## src/rtl/riscv_pkg.sv

```systemverilog
// Shared types and constants for the memory arbiter.
package riscv_pkg;

  localparam int XLEN           = 32;
  localparam int ARB_STARVE_MAX = 4;

  typedef enum logic [1:0] {
    IDLE    = 2'd0,
    WAIT_IF = 2'd1,
    WAIT_LS = 2'd2
  } arb_state_t;

endpackage

```

## src/rtl/mem_arbiter.sv

```systemverilog
// Single-port memory arbiter between instruction fetch and load/store,
// with starvation protection for fetch and flush-kill of in-flight fetches.
module mem_arbiter
  import riscv_pkg::*;
#(
  parameter int STARVE_MAX = ARB_STARVE_MAX
) (
  input  logic            clk,
  input  logic            reset_n,
  input  logic            if_req_v_i,
  input  logic [XLEN-1:0] if_adr_i,
  output logic            if_gnt_o,
  output logic            if_rsp_v_o,
  output logic [31:0]     if_rsp_data_o,
  input  logic            ls_req_v_i,
  input  logic [XLEN-1:0] ls_adr_i,
  input  logic            ls_we_i,
  input  logic [3:0]      ls_be_i,
  input  logic [31:0]     ls_wdata_i,
  output logic            ls_gnt_o,
  output logic            ls_rsp_v_o,
  output logic [31:0]     ls_rsp_data_o,
  input  logic            flush_v_i,
  output logic            mem_req_v_o,
  output logic [XLEN-1:0] mem_adr_o,
  output logic            mem_we_o,
  output logic [3:0]      mem_be_o,
  output logic [31:0]     mem_wdata_o,
  input  logic            mem_rdy_i,
  input  logic            mem_rsp_v_i,
  input  logic [31:0]     mem_rdata_i
);

  localparam logic [2:0] STARVE_LIM = 3'(STARVE_MAX);

  arb_state_t state_q;
  logic       drop_q;
  logic [2:0] starve_q;

  logic issue_s;
  logic sel_if_s;
  logic sel_ls_s;

  // Requester selection; gated by reset so every output reads 0 while held in reset.
  always_comb begin
    issue_s  = 1'b0;
    sel_if_s = 1'b0;
    sel_ls_s = 1'b0;
    if (reset_n && (state_q == IDLE)) begin
      issue_s  = if_req_v_i | ls_req_v_i;
      sel_if_s = if_req_v_i & (~ls_req_v_i | (starve_q == STARVE_LIM));
      sel_ls_s = ls_req_v_i & ~sel_if_s;
    end else begin
      issue_s  = 1'b0;
      sel_if_s = 1'b0;
      sel_ls_s = 1'b0;
    end
  end

  // Request payload muxing; a fetch always reads a full word.
  always_comb begin
    mem_adr_o   = {XLEN{1'b0}};
    mem_we_o    = 1'b0;
    mem_be_o    = 4'b0000;
    mem_wdata_o = 32'h0000_0000;
    if (sel_if_s) begin
      mem_adr_o = if_adr_i;
      mem_be_o  = 4'b1111;
    end else if (sel_ls_s) begin
      mem_adr_o   = ls_adr_i;
      mem_we_o    = ls_we_i;
      mem_be_o    = ls_be_i;
      mem_wdata_o = ls_wdata_i;
    end else begin
      mem_adr_o = {XLEN{1'b0}};
    end
  end

  assign mem_req_v_o   = issue_s;
  assign if_gnt_o      = sel_if_s & mem_rdy_i;
  assign ls_gnt_o      = sel_ls_s & mem_rdy_i;
  assign if_rsp_v_o    = (state_q == WAIT_IF) & mem_rsp_v_i & ~drop_q & ~flush_v_i;
  assign ls_rsp_v_o    = (state_q == WAIT_LS) & mem_rsp_v_i;
  assign if_rsp_data_o = reset_n ? mem_rdata_i : 32'h0000_0000;
  assign ls_rsp_data_o = reset_n ? mem_rdata_i : 32'h0000_0000;

  // Transaction FSM, fetch-kill flag and fetch starvation counter.
  always_ff @(posedge clk or negedge reset_n) begin
    if (!reset_n) begin
      state_q  <= IDLE;
      drop_q   <= 1'b0;
      starve_q <= 3'd0;
    end else begin
      case (state_q)
        IDLE: begin
          if (if_gnt_o) begin
            state_q  <= WAIT_IF;
            drop_q   <= flush_v_i;
            starve_q <= 3'd0;
          end else if (ls_gnt_o) begin
            state_q  <= WAIT_LS;
            drop_q   <= 1'b0;
            if (!if_req_v_i) begin
              starve_q <= 3'd0;
            end else if (starve_q != STARVE_LIM) begin
              starve_q <= starve_q + 3'd1;
            end else begin
              starve_q <= starve_q;
            end
          end else begin
            state_q <= IDLE;
            drop_q  <= 1'b0;
            if (!if_req_v_i) begin
              starve_q <= 3'd0;
            end else begin
              starve_q <= starve_q;
            end
          end
        end
        WAIT_IF: begin
          if (mem_rsp_v_i) begin
            state_q <= IDLE;
            drop_q  <= 1'b0;
          end else if (flush_v_i) begin
            drop_q <= 1'b1;
          end else begin
            drop_q <= drop_q;
          end
        end
        WAIT_LS: begin
          if (mem_rsp_v_i) begin
            state_q <= IDLE;
            drop_q  <= 1'b0;
          end else begin
            state_q <= WAIT_LS;
          end
        end
        default: begin
          state_q  <= IDLE;
          drop_q   <= 1'b0;
          starve_q <= 3'd0;
        end
      endcase
    end
  end

endmodule

```

## config.mk

```make
export PLATFORM = sky130hd
export DESIGN_NAME = mem_arbiter
export DESIGN_NICKNAME = d
export VERILOG_FILES = /design/src/rtl/riscv_pkg.sv /design/src/rtl/mem_arbiter.sv
export SDC_FILE = /design/constraint.sdc
export NUM_CORES = 1
export LEC_CHECK = 0
export ABC_AREA = 1
export CORE_AREA = 2 2 108 110
export DETAILED_ROUTE_END_ITERATION = 8
export DIE_AREA = 0 0 110 112
export GPL_TIMING_DRIVEN = 0
export PLACE_DENSITY = 0.61
export SETUP_SLACK_MARGIN = 0.3
export SLEW_MARGIN = 10
export SYNTH_ARGS = -nofsm -noshare
export SYNTH_HDL_FRONTEND = slang
export SYNTH_SLANG_ARGS = --single-unit
export TNS_END_PERCENT = 20
```

## constraint.sdc

```tcl
create_clock -name clk -period 1.6 [get_ports clk]
set_clock_uncertainty 0.2 [all_clocks]
set_input_delay 0.32 -clock clk [delete_from_list [all_inputs] [get_ports clk]]
set_output_delay 0.32 -clock clk [all_outputs]
set_load 0.01 [all_outputs]
```

==> impl_table.tex <==
\begin{tabular}{lr}
\hline
Metric & Value \\
\hline
\multicolumn{2}{l}{\textbf{Run status}} \\
\quad Run status & finished with violations \\
\quad Violations in the final reports & setup timing \\
\multicolumn{2}{l}{\textbf{Final layout}} \\
\quad Multi-input logic area & 0.001598 mm\^{}2 \\
\quad Number of nets in the layout & 831 \\
\quad Antenna diode count & 0 \\
\quad Post-Layout Cell Count & 827 \\
\quad Highest-count cells in the layout ignoring fill and taps & sky130\_fd\_sc\_hd\_\_clkdlybuf4s50\_1, sky130\_fd\_sc\_hd\_\_buf\_6, sky130\_fd\_sc\_hd\_\_buf\_4, sky130\_fd\_sc\_hd\_\_nand2\_2 \\
\quad Share of cells above drive strength 1 & 58.04\% \\
\quad Most frequent standard cell in the layout excluding fill and tap cells & sky130\_fd\_sc\_hd\_\_clkdlybuf4s50\_1 \\
\quad Fillers & 1054 \\
\quad Summed area of non-filler cells in the final layout & 0.006090 mm\^{}2 \\
\quad Synthesis-to-layout area growth & 238.5\% \\
\quad Area taken by flip-flops and latches & 150.1 um\^{}2 \\
\multicolumn{2}{l}{\textbf{CTS}} \\
\quad Maximum clock path buffer count & 2 \\
\quad TritonCTS clock tree & yes \\
\quad Number of buffers created by CTS & 3 \\
\quad Buffer type at the clock tree root & sky130\_fd\_sc\_hd\_\_clkbuf\_16 \\
\quad Clock latency of the later-clocked register in the worst-skew pair & 0.23 ns \\
\quad Clock-pin slew of the registers on the worst-case setup and hold paths & 0.03 ns \\
\quad Number of levels the H-tree was split into & 1 \\
\quad Clock tree sinks & 6 \\
\multicolumn{2}{l}{\textbf{Floorplan}} \\
\quad Std cell rows & 39 \\
\quad Die width & 110 um \\
\quad Placeable core region & 0.01117 mm\^{}2 \\
\quad Die area & 0.01232 mm\^{}2 \\
\quad Initial core utilization & 16.10\% \\
\quad Die span in y & 112 um \\
\quad Top-level port count & 278 \\
\multicolumn{2}{l}{\textbf{Global route}} \\
\quad Largest net degree at the start of global routing & 11 \\
\quad Antenna violations before repair & 0 \\
\quad Global-route wire length before repair & 16940 um \\
\quad Residual overflow from global routing & 0 \\
\quad Via count of the first global-routing pass & 3443 \\
\quad Global routing usage summed across all routing layers & 17.42\% \\
\multicolumn{2}{l}{\textbf{STA}} \\
\quad Post-Route Hold Slack & 0.2836 ns \\
\quad Fin. max-slew vios & 0 \\
\quad \# setup viols final & 85 \\
\quad RSZ-0062 raised after global routing & yes \\
\quad Relative slew slack & 80.87\% \\
\quad Slew at the pin with the worst max-slew slack & 0.2870 ns \\
\quad Maximum frequency from static timing analysis & 443.2 MHz \\
\quad Post-route setup slack & -0.6563 ns \\
\quad Post-route fraction of the period consumed by the critical path & 141.0\% \\
\quad Number of hold violations in the final report & 0 \\
\quad Setup TNS after final layout & -40.62 ns \\
\quad Clock period minus final worst setup slack & 2.256 ns \\
\multicolumn{2}{l}{\textbf{Synth}} \\
\quad Mean area per synthesized cell & 5.054 um\^{}2 \\
\quad Cell area after technology mapping & 0.001799 mm\^{}2 \\
\quad Sequential-to-total area share from yosys stat & 8.345\% \\
\quad Mapped Nets & 501 \\
\quad Count of yosys warnings during synthesis & 0 \\
\quad Cells after Synth & 356 \\
\quad Synth cell types & 21 \\
\quad Register bit count reported by yosys & 6 \\
\multicolumn{2}{l}{\textbf{Pwr}} \\
\quad Power per Cell Area & 358.4 mW/mm\^{}2 \\
\quad Logic gate share of total power & 74.0\% \\
\quad Clock Power Share & 18.5\% \\
\quad Reg power frac & 7.5\% \\
\quad Cell-internal power & 1.428 mW \\
\quad LEAKAGE & 3.306 nW \\
\quad Maximum vdd drop & 0.3576 mV \\
\quad Switching part of the total & 34.60\% \\
\quad Psw & 0.7552 mW \\
\multicolumn{2}{l}{\textbf{Routing}} \\
\quad Post-route DRC violation count & 0 \\
\quad Routed vias & 3456 \\
\quad Antenna violation net count after detailed routing & 0 \\
\quad Via density per instance & 4.179 \\
\quad Routed wire length per instance & 14.66 um \\
\quad Routed wire length & 12130 um \\
\quad First-pass iteration count of the detailed router & 4 \\
\quad Detailed router's first-iteration violation count & 111 \\
\multicolumn{2}{l}{\textbf{Placement}} \\
\quad Cells after DPL & 776 \\
\quad Hpwl dp & 8959 um \\
\quad Final weighted congestion in routability-driven placement & 0.8145 \\
\quad Count of input and output buffers & 277 \\
\quad Area of placed instances & 0.004991 mm\^{}2 \\
\quad Setup slack at placement & -1.431 ns \\
\multicolumn{2}{l}{\textbf{Setup path}} \\
\quad Crit path required time & 1.08 ns \\
\quad Critical path data arrival time & 1.74 ns \\
\quad Type of the worst setup path & reg2out \\
\quad Top fanout value on the critical path & 9 \\
\quad Category of the worst setup path launch point & register \\
\quad Capturing element type of the critical path & output pin \\
\multicolumn{2}{l}{\textbf{Flow run}} \\
\quad Reported max-cap violation count & 0 \\
\multicolumn{2}{l}{\textbf{Worst hold path}} \\
\quad HP Class & in2async \\
\hline
\end{tabular}
-- cell families (layout without fill, tap and decap cells) --
logic type | Yosys count | count (layout) | synth area share, %
buffers and inverters | 132 | 459 | 35.88
DFF | 6 | 6 | 8.345
adders and majority gates | 5 | 5 | 3.477
xor gates and xnor gates | 1 | 1 | 0.4869
and+or+nand+nor | 206 | 207 | 50.07
AOI/OAI and AO/OA | 6 | 6 | 1.739
-- final cells by class --
| type | count | share of cell area, % |
|---|---|---|
| Tap cell | 143 | 2.938 |
| Timing Repair Buffer | 324 | 52.48 |
| Clock buffer | 3 | 1.233 |
| Multi-Input combinational cell | 219 | 26.24 |
| Sequential cell | 6 | 2.466 |
| Buffer | 52 | 9.554 |
| Inverter | 80 | 5.096 |
-- synthesized netlist by cell type --
library cell / instances / share of area [%]
sky130_fd_sc_hd__xor2_1: 1 / 0.49
sky130_fd_sc_hd__ha_1: 5 / 3.5
sky130_fd_sc_hd__inv_1: 79 / 16
sky130_fd_sc_hd__nand4_1: 1 / 0.35
sky130_fd_sc_hd__nand3_2: 2 / 1.1
sky130_fd_sc_hd__inv_2: 1 / 0.21
sky130_fd_sc_hd__a21oi_1: 2 / 0.56
sky130_fd_sc_hd__nand2_2: 4 / 1.4
sky130_fd_sc_hd__o21ai_0: 2 / 0.56
sky130_fd_sc_hd__dfrtp_1: 6 / 8.3
sky130_fd_sc_hd__buf_2: 9 / 2.5
sky130_fd_sc_hd__nand3_1: 68 / 19
sky130_fd_sc_hd__buf_1: 3 / 0.63
sky130_fd_sc_hd__o21ai_1: 1 / 0.28
sky130_fd_sc_hd__nand2_1: 90 / 19
sky130_fd_sc_hd__nor2_4: 2 / 1.3
sky130_fd_sc_hd__nor2_1: 38 / 7.9
sky130_fd_sc_hd__buf_4: 37 / 15
sky130_fd_sc_hd__a31oi_1: 1 / 0.35
sky130_fd_sc_hd__nor4_1: 1 / 0.35
sky130_fd_sc_hd__clkbuf_1: 3 / 0.63
-- registers in the layout (all words and copies together) (netlist names) --
name,flops
drop_q,1
state_q,2
starve_q,3
-- through the flow --
| stage | utilization (%) | total power, mW |
|---|---|---|
| floorplan | - | 0.6568 |
| global placement | 44.66 | 1.444 |
| detailed placement | 44.66 | 1.450 |
| CTS | 48.73 | 2.014 |
| global route | 54.50 | 2.304 |
| finish | 54.50 | 2.183 |
-- routing by layer --
layer	track usage (%)	vias up	wire (um)
met4	3.882	0	201
met3	5.738	16	1478
met2	34.76	182	6548
met5	0	-	0
met1	16.63	1565	3898
li1	-	1693	-
-- power by group through the flow --
| stage | clock, mW | combinational, mW | sequential [mW] |
|---|---|---|---|
| 2_1_floorplan | 0 | 0.493 | 0.163 |
| 3_3_place_gp | 0 | 1.28 | 0.164 |
| 3_5_place_dp | 0 | 1.29 | 0.165 |
| 4_1_cts | 0.411 | 1.44 | 0.163 |
| 5_1_grt | 0.421 | 1.72 | 0.164 |
| 6_report | 0.403 | 1.62 | 0.163 |
-- final timing paths --
path | startpoint | end | slack (ns) | cells past startpoint
max | state_q[1] | mem_wdata_o[2] | -0.66 | 10
min | reset_n | drop_q | 0.28 | 2
max reg2reg | state_q[1] | starve_q[2] | -0.27 | 13
min reg2reg | starve_q[1] | starve_q[1] | 0.33 | 2
max in group asynchronous | reset_n | starve_q[1] | 0.71 | 2
min in group clk | mem_rsp_v_i | state_q[0] | 0.29 | 4
-- worst max-delay path: stages, from the launching register on --
cell and delay [ns]:
sky130_fd_sc_hd__dfrtp_1 0.39, sky130_fd_sc_hd__inv_2 0.08, sky130_fd_sc_hd__ha_4 0.14, sky130_fd_sc_hd__nand2_4 0.06, sky130_fd_sc_hd__nor2_4 0.11, sky130_fd_sc_hd__buf_6 0.13, sky130_fd_sc_hd__nand2_8 0.10, sky130_fd_sc_hd__buf_6 0.15
sky130_fd_sc_hd__buf_16 0.13, sky130_fd_sc_hd__nor2_2 0.07, sky130_fd_sc_hd__buf_2 0.13
-- what timing repair did --
action                                  CTS  global route
pin swaps                                15            37
setup buffers                            22            17
hold buffers                              1             0
cloned                                    7             1
hold endpoints to repair                  6             0
endpoints found under the setup margin  144           144
resized for setup                       604           162
(Power assumes the default switching activity.)
==> RTL edit 1: new RTL, config.mk and constraints unchanged <==
Make the reset (`reset_n`) synchronous in one clocked block.
--- a/src/rtl/mem_arbiter.sv
+++ b/src/rtl/mem_arbiter.sv
@@ -87,3 +87,3 @@
   // Transaction FSM, fetch-kill flag and fetch starvation counter.
-  always_ff @(posedge clk or negedge reset_n) begin
+  always_ff @(posedge clk) begin
     if (!reset_n) begin
Check against the original RTL: differs if reset_n is asserted again (counterexample within 4 cycles, from zero or initial values and one cycle with reset_n low); with reset_n held inactive, the same outputs for 10 cycles.
==> RTL edit 1 against the original RTL <==
Sequential share of layout area rose by 0.062 points. The run still ends with negative setup slack left. Largest cell class unchanged. Register-to-register slack improved by 130 ps. Synthesized cell count fell by 17%. Sequential cell count did not move. Total power down 11%. Synthesized area down 7.4%. Cell area fell by 17%. Routed wire length decreased by 19%. Setup slack improved by 92 ps. Die area unchanged.
==> RTL edit 1: results (changes against the original RTL) <==
Worst slew margin 0.786 (-0.0227); syn nets 440 (-12%); status finished, violations left; first-pass GRT wire length 14400 µm (-15%); VDD IR max 0.269 mV (-25%); Vias 2963 (-14%); Worst Setup EP mem_adr_o[25]; Max Used Layer met4; met2 wire len 5530 µm (-16%); critical path fanouts, max 7 (-2); vias in the first global route 2932 (-15%); initial DRC count 102 (-8.1%); final worst slack -564 ps (+92.0 ps); CP max stage cell dfxtp_2; worst hold-check path type reg2reg; FFs w/ async S/R, synth 0 (-1.00); DRT met1 WL 3420 µm (-12%); reg-to-reg critical path endpoint starve_q[2]; Cell variety after synth 24 (+14%); R2R Setup Slk -140 ps (+130 ps); share of cells above drive strength 1 0.529 (-0.0519); ys flop type dfxtp_1; hpwl dp 8170 µm (-8.8%); launch point of the worst path starve_q[1]; Crit Reg-Reg Startpoint state_q[1]; # fillers 1189 (+13%); Avg Cell Area, Syn 5.65 µm² (+12%); Post-DP Area 4710 µm² (-5.6%); GPL Wtd Cong 0.882 (+8.3%); top cells by count, synth inv_1, nand2_1, nor2_1; Seq/Total Area, Yosys 0.0721 (-0.0114); final setup fails 86 (+1.2%); M1 GR Usage 0.155 (-0.0111); Layout Cells excl Fill 739 (-11%); Register Area 128 µm² (-15%); hold path cells 2; Net Sw Frac 0.329 (-0.0166); grt met2 use 0.300 (-0.0474); failing checks negative setup slack; worst-case reg-to-reg path depth 11 (-2); drt total wl 9790 µm (-19%); Setup WS pre-CTS -1430 ps (+0.810 ps); M3 GR Usage 0.0299 (-0.0275); leak pwr 2.91 nW (-12%); GRT Total Usage 0.148 (-0.0261); met3 WL 793 µm (-46%); largest cells by area after synthesis a32o_1, inv_1, buf_4, nand2_1, nor2_1; Inst Count DP 715 (-7.9%); slowest stage delay, CP 310 ps (-80 ps)
## RTL edit 1: cell count changes after synthesis, sizes merged, moves of 5 or more
| cell | change |
|---|---|
| buf | -5 |
| nand3 | -68 |
| nand2 | -30 |
| dfxtp | +6 |
| a32o | +32 |
| dfrtp | -6 |
## RTL edit 1: cell families (layout without fill, tap and decap cells)
| logic type | Yosys count | in the layout | share of synthesized area |
|---|---|---|---|
| buffers and inverters | 130 | 431 | 0.381 |
| and+or+nand+nor | 113 | 113 | 0.285 |
| AOI/OAI and AO/OA | 40 | 40 | 0.218 |
| DFF | 6 | 6 | 0.0721 |
| adders and majority gates | 5 | 5 | 0.0375 |
| xor gates and xnor gates | 1 | 1 | 0.00526 |
## RTL edit 1: worst min-delay path, stage by stage (launching register included)
cell and delay [ps]:
dfxtp_1 300, nand4_1 90, o21ai_1 50
## RTL edit 1: per-stage QoR
step	hold slack, ps	TNS, ps
detailed placement	288	-163000
global placement	281	-159840
CTS	291	-38780
finish	293	-35600
global route	317	-41080
floorplan	263	-11120
## RTL edit 1: cell type report
type | instances | area share
Tap cell | 143 | 0.0354
Buffer | 48 | 0.0959
Inverter | 82 | 0.0649
Sequential cell | 6 | 0.0253
Multi-Input combinational cell | 159 | 0.220
Timing Repair Buffer | 298 | 0.544
Clock buffer | 3 | 0.0149
## RTL edit 1: power groups by stage
stage          clock (mW)  combinational, mW  sequential [mW]
5_1_grt             0.418               1.47            0.171
4_1_cts             0.411               1.35            0.171
3_3_place_gp            0               1.25            0.173
2_1_floorplan           0              0.483            0.171
6_report            0.405               1.37            0.170
3_5_place_dp            0               1.27            0.174
## RTL edit 1: repair_timing
item / 4_1_cts / 5_1_grt
resized for setup: 666 / 81
pin swaps: 19 / 12
cloned: 3 / 0
endpoints found under the setup margin: 144 / 144
setup buffers: 14 / 4
==> RTL edit 2: new RTL, config.mk and constraints unchanged <==
Made on the original files. `XLEN`: 32 -> 48.
--- a/src/rtl/riscv_pkg.sv
+++ b/src/rtl/riscv_pkg.sv
@@ -3,3 +3,3 @@
 
-  localparam int XLEN           = 32;
+  localparam int XLEN           = 48;
   localparam int ARB_STARVE_MAX = 4;
Interface: changed (resized if_adr_i, ls_adr_i and mem_adr_o); port bits go from 278 to 326. The function was not compared with the original's and may differ.
==> RTL edit 2 against the original RTL <==
The flow still finishes with violations (negative setup slack). Global-route usage rose by 3.4 points. Register-to-register slack gained 80 ps. Total power is 0.60% higher. Cell area is 1.5% higher. Sequential cell count unchanged. Routed wire length up 15%. Synthesized area increased by 13%. Setup slack worse by 2.9 ps. Sequential share of layout area barely moved. Count of clock-buffer cells in the layout unchanged. Cell count rose by 10%. Largest cell class unchanged.
==> RTL edit 2: results (changes against the original RTL) <==
status finished, violations left; failing checks negative setup slack; Port Buffer Count 325 (+17%); M1 GR Usage 0.195 (+0.0292); Net Sw Frac 0.353 (+0.00658); worst-case reg-to-reg path depth 12 (-1); hpwl dp 11400 µm (+28%); M3 GR Usage 0.0744 (+0.0170); GPL Wtd Cong 0.800 (-1.8%); clock tree buffer depth 2 (unchanged); VDD IR max 0.277 mV (-23%); initial DRC count 98 (-12%); final setup fails 125 (+47%); PostCTS Resize Cnt 486 (-20%); Synth Area in Adders 0.0307 (-0.00404); vias in the first global route 4027 (+17%); first-pass GRT wire length 20300 µm (+20%); Slew @ Worst Pin 383 ps (+96.0 ps); Final #Nets 947 (+14%); critical path fanouts, max 7 (-2); # fillers 1095 (+3.9%); top cells by count, synth nand2_1, nand3_1, inv_1; grt met2 use 0.425 (+0.0773); CTS H-Tree Depth 1 (unchanged); FFs w/ async S/R, synth 1.00 (unchanged); per-cell routed wire length 15.3 µm (+4.3%); share of cells above drive strength 1 0.424 (-0.156); largest cells by area after synthesis nand3_1, nand2_1, inv_1, buf_4, dfrtp_1; worst hold-check path type reg2reg; post-synthesis xor/xnor area fraction 0.00430 (-0.000565); final worst slack -659 ps (-2.94 ps); hold wc startpoint drop_q; GRT Total Usage 0.208 (+0.0341); met2 wire len 7760 µm (+19%); met3 WL 1670 µm (+13%); Cell variety after synth 18 (-14%); compound-gate portion of the synthesized area 0.0154 (-0.00202); postcts setup bufs 23 (+4.5%); Net Sw Power 774 µW (+2.5%); syn nets 588 (+17%); Seq/Total Area, Yosys 0.0738 (-0.00969); leak pwr 3.38 nW (+2.3%); area delta synth->final 204%; Final TNS setup -52340 ps (-11710 ps); reg-to-reg critical path endpoint starve_q[1]
[RTL edit 2: changes by cell type in the layout (fill, tap and decap cells not counted), moves of 6 or more]
cell             change
nor2_2              -12
dlymetal6s2s_1       -8
nand3_2             -16
buf_6               -44
buf_4               +24
nand2_2             -44
nor2_4              +14
clkdlybuf4s50_1     +50
clkdlybuf4s15_2     +14
inv_1                +7
nand3_1             +52
buf_2                +6
nand2_1             +63
[RTL edit 2: worst max path at each step]
| stage | start | slack (ps) | cells past startpoint | end |
|---|---|---|---|---|
| 2_1_floorplan | state_q[1] | -240 | 7 | mem_wdata_o[0] |
| 3_3_place_gp | reset_n | -1580 | 8 | mem_wdata_o[11] |
| 3_5_place_dp | reset_n | -1620 | 8 | mem_wdata_o[5] |
| 4_1_cts | state_q[0] | -660 | 9 | mem_adr_o[5] |
| 5_1_grt | state_q[1] | -750 | 10 | mem_wdata_o[19] |
| 6_report | state_q[1] | -660 | 10 | mem_wdata_o[18] |
[RTL edit 2: final cells by class]
class | count | area [µm²] | share of cell area
Sequential cell | 6 | 150 | 0.0243
Multi-Input combinational cell | 266 | 1620 | 0.262
Clock buffer | 3 | 75.1 | 0.0121
Inverter | 80 | 300 | 0.0486
Timing Repair Buffer | 354 | 3300 | 0.534
Buffer | 59 | 558 | 0.0903
Tap cell | 143 | 179 | 0.0289
[RTL edit 2: per-stage QoR]
step / hold WS, ps / setup slack [ps] / cells / utilization / area [µm²]
after global routing: 331 / -746 / 911 / 0.553 / 6180
after CTS: 299 / -660 / 908 / 0.560 / 6260
final: 291 / -659 / 911 / 0.553 / 6180
after detailed placement: 285 / -1620 / 879 / 0.518 / 5790
after global placement: 284 / -1580 / 879 / 0.518 / 5790
after floorplan: -176 / -243 / 411 / - / 2360
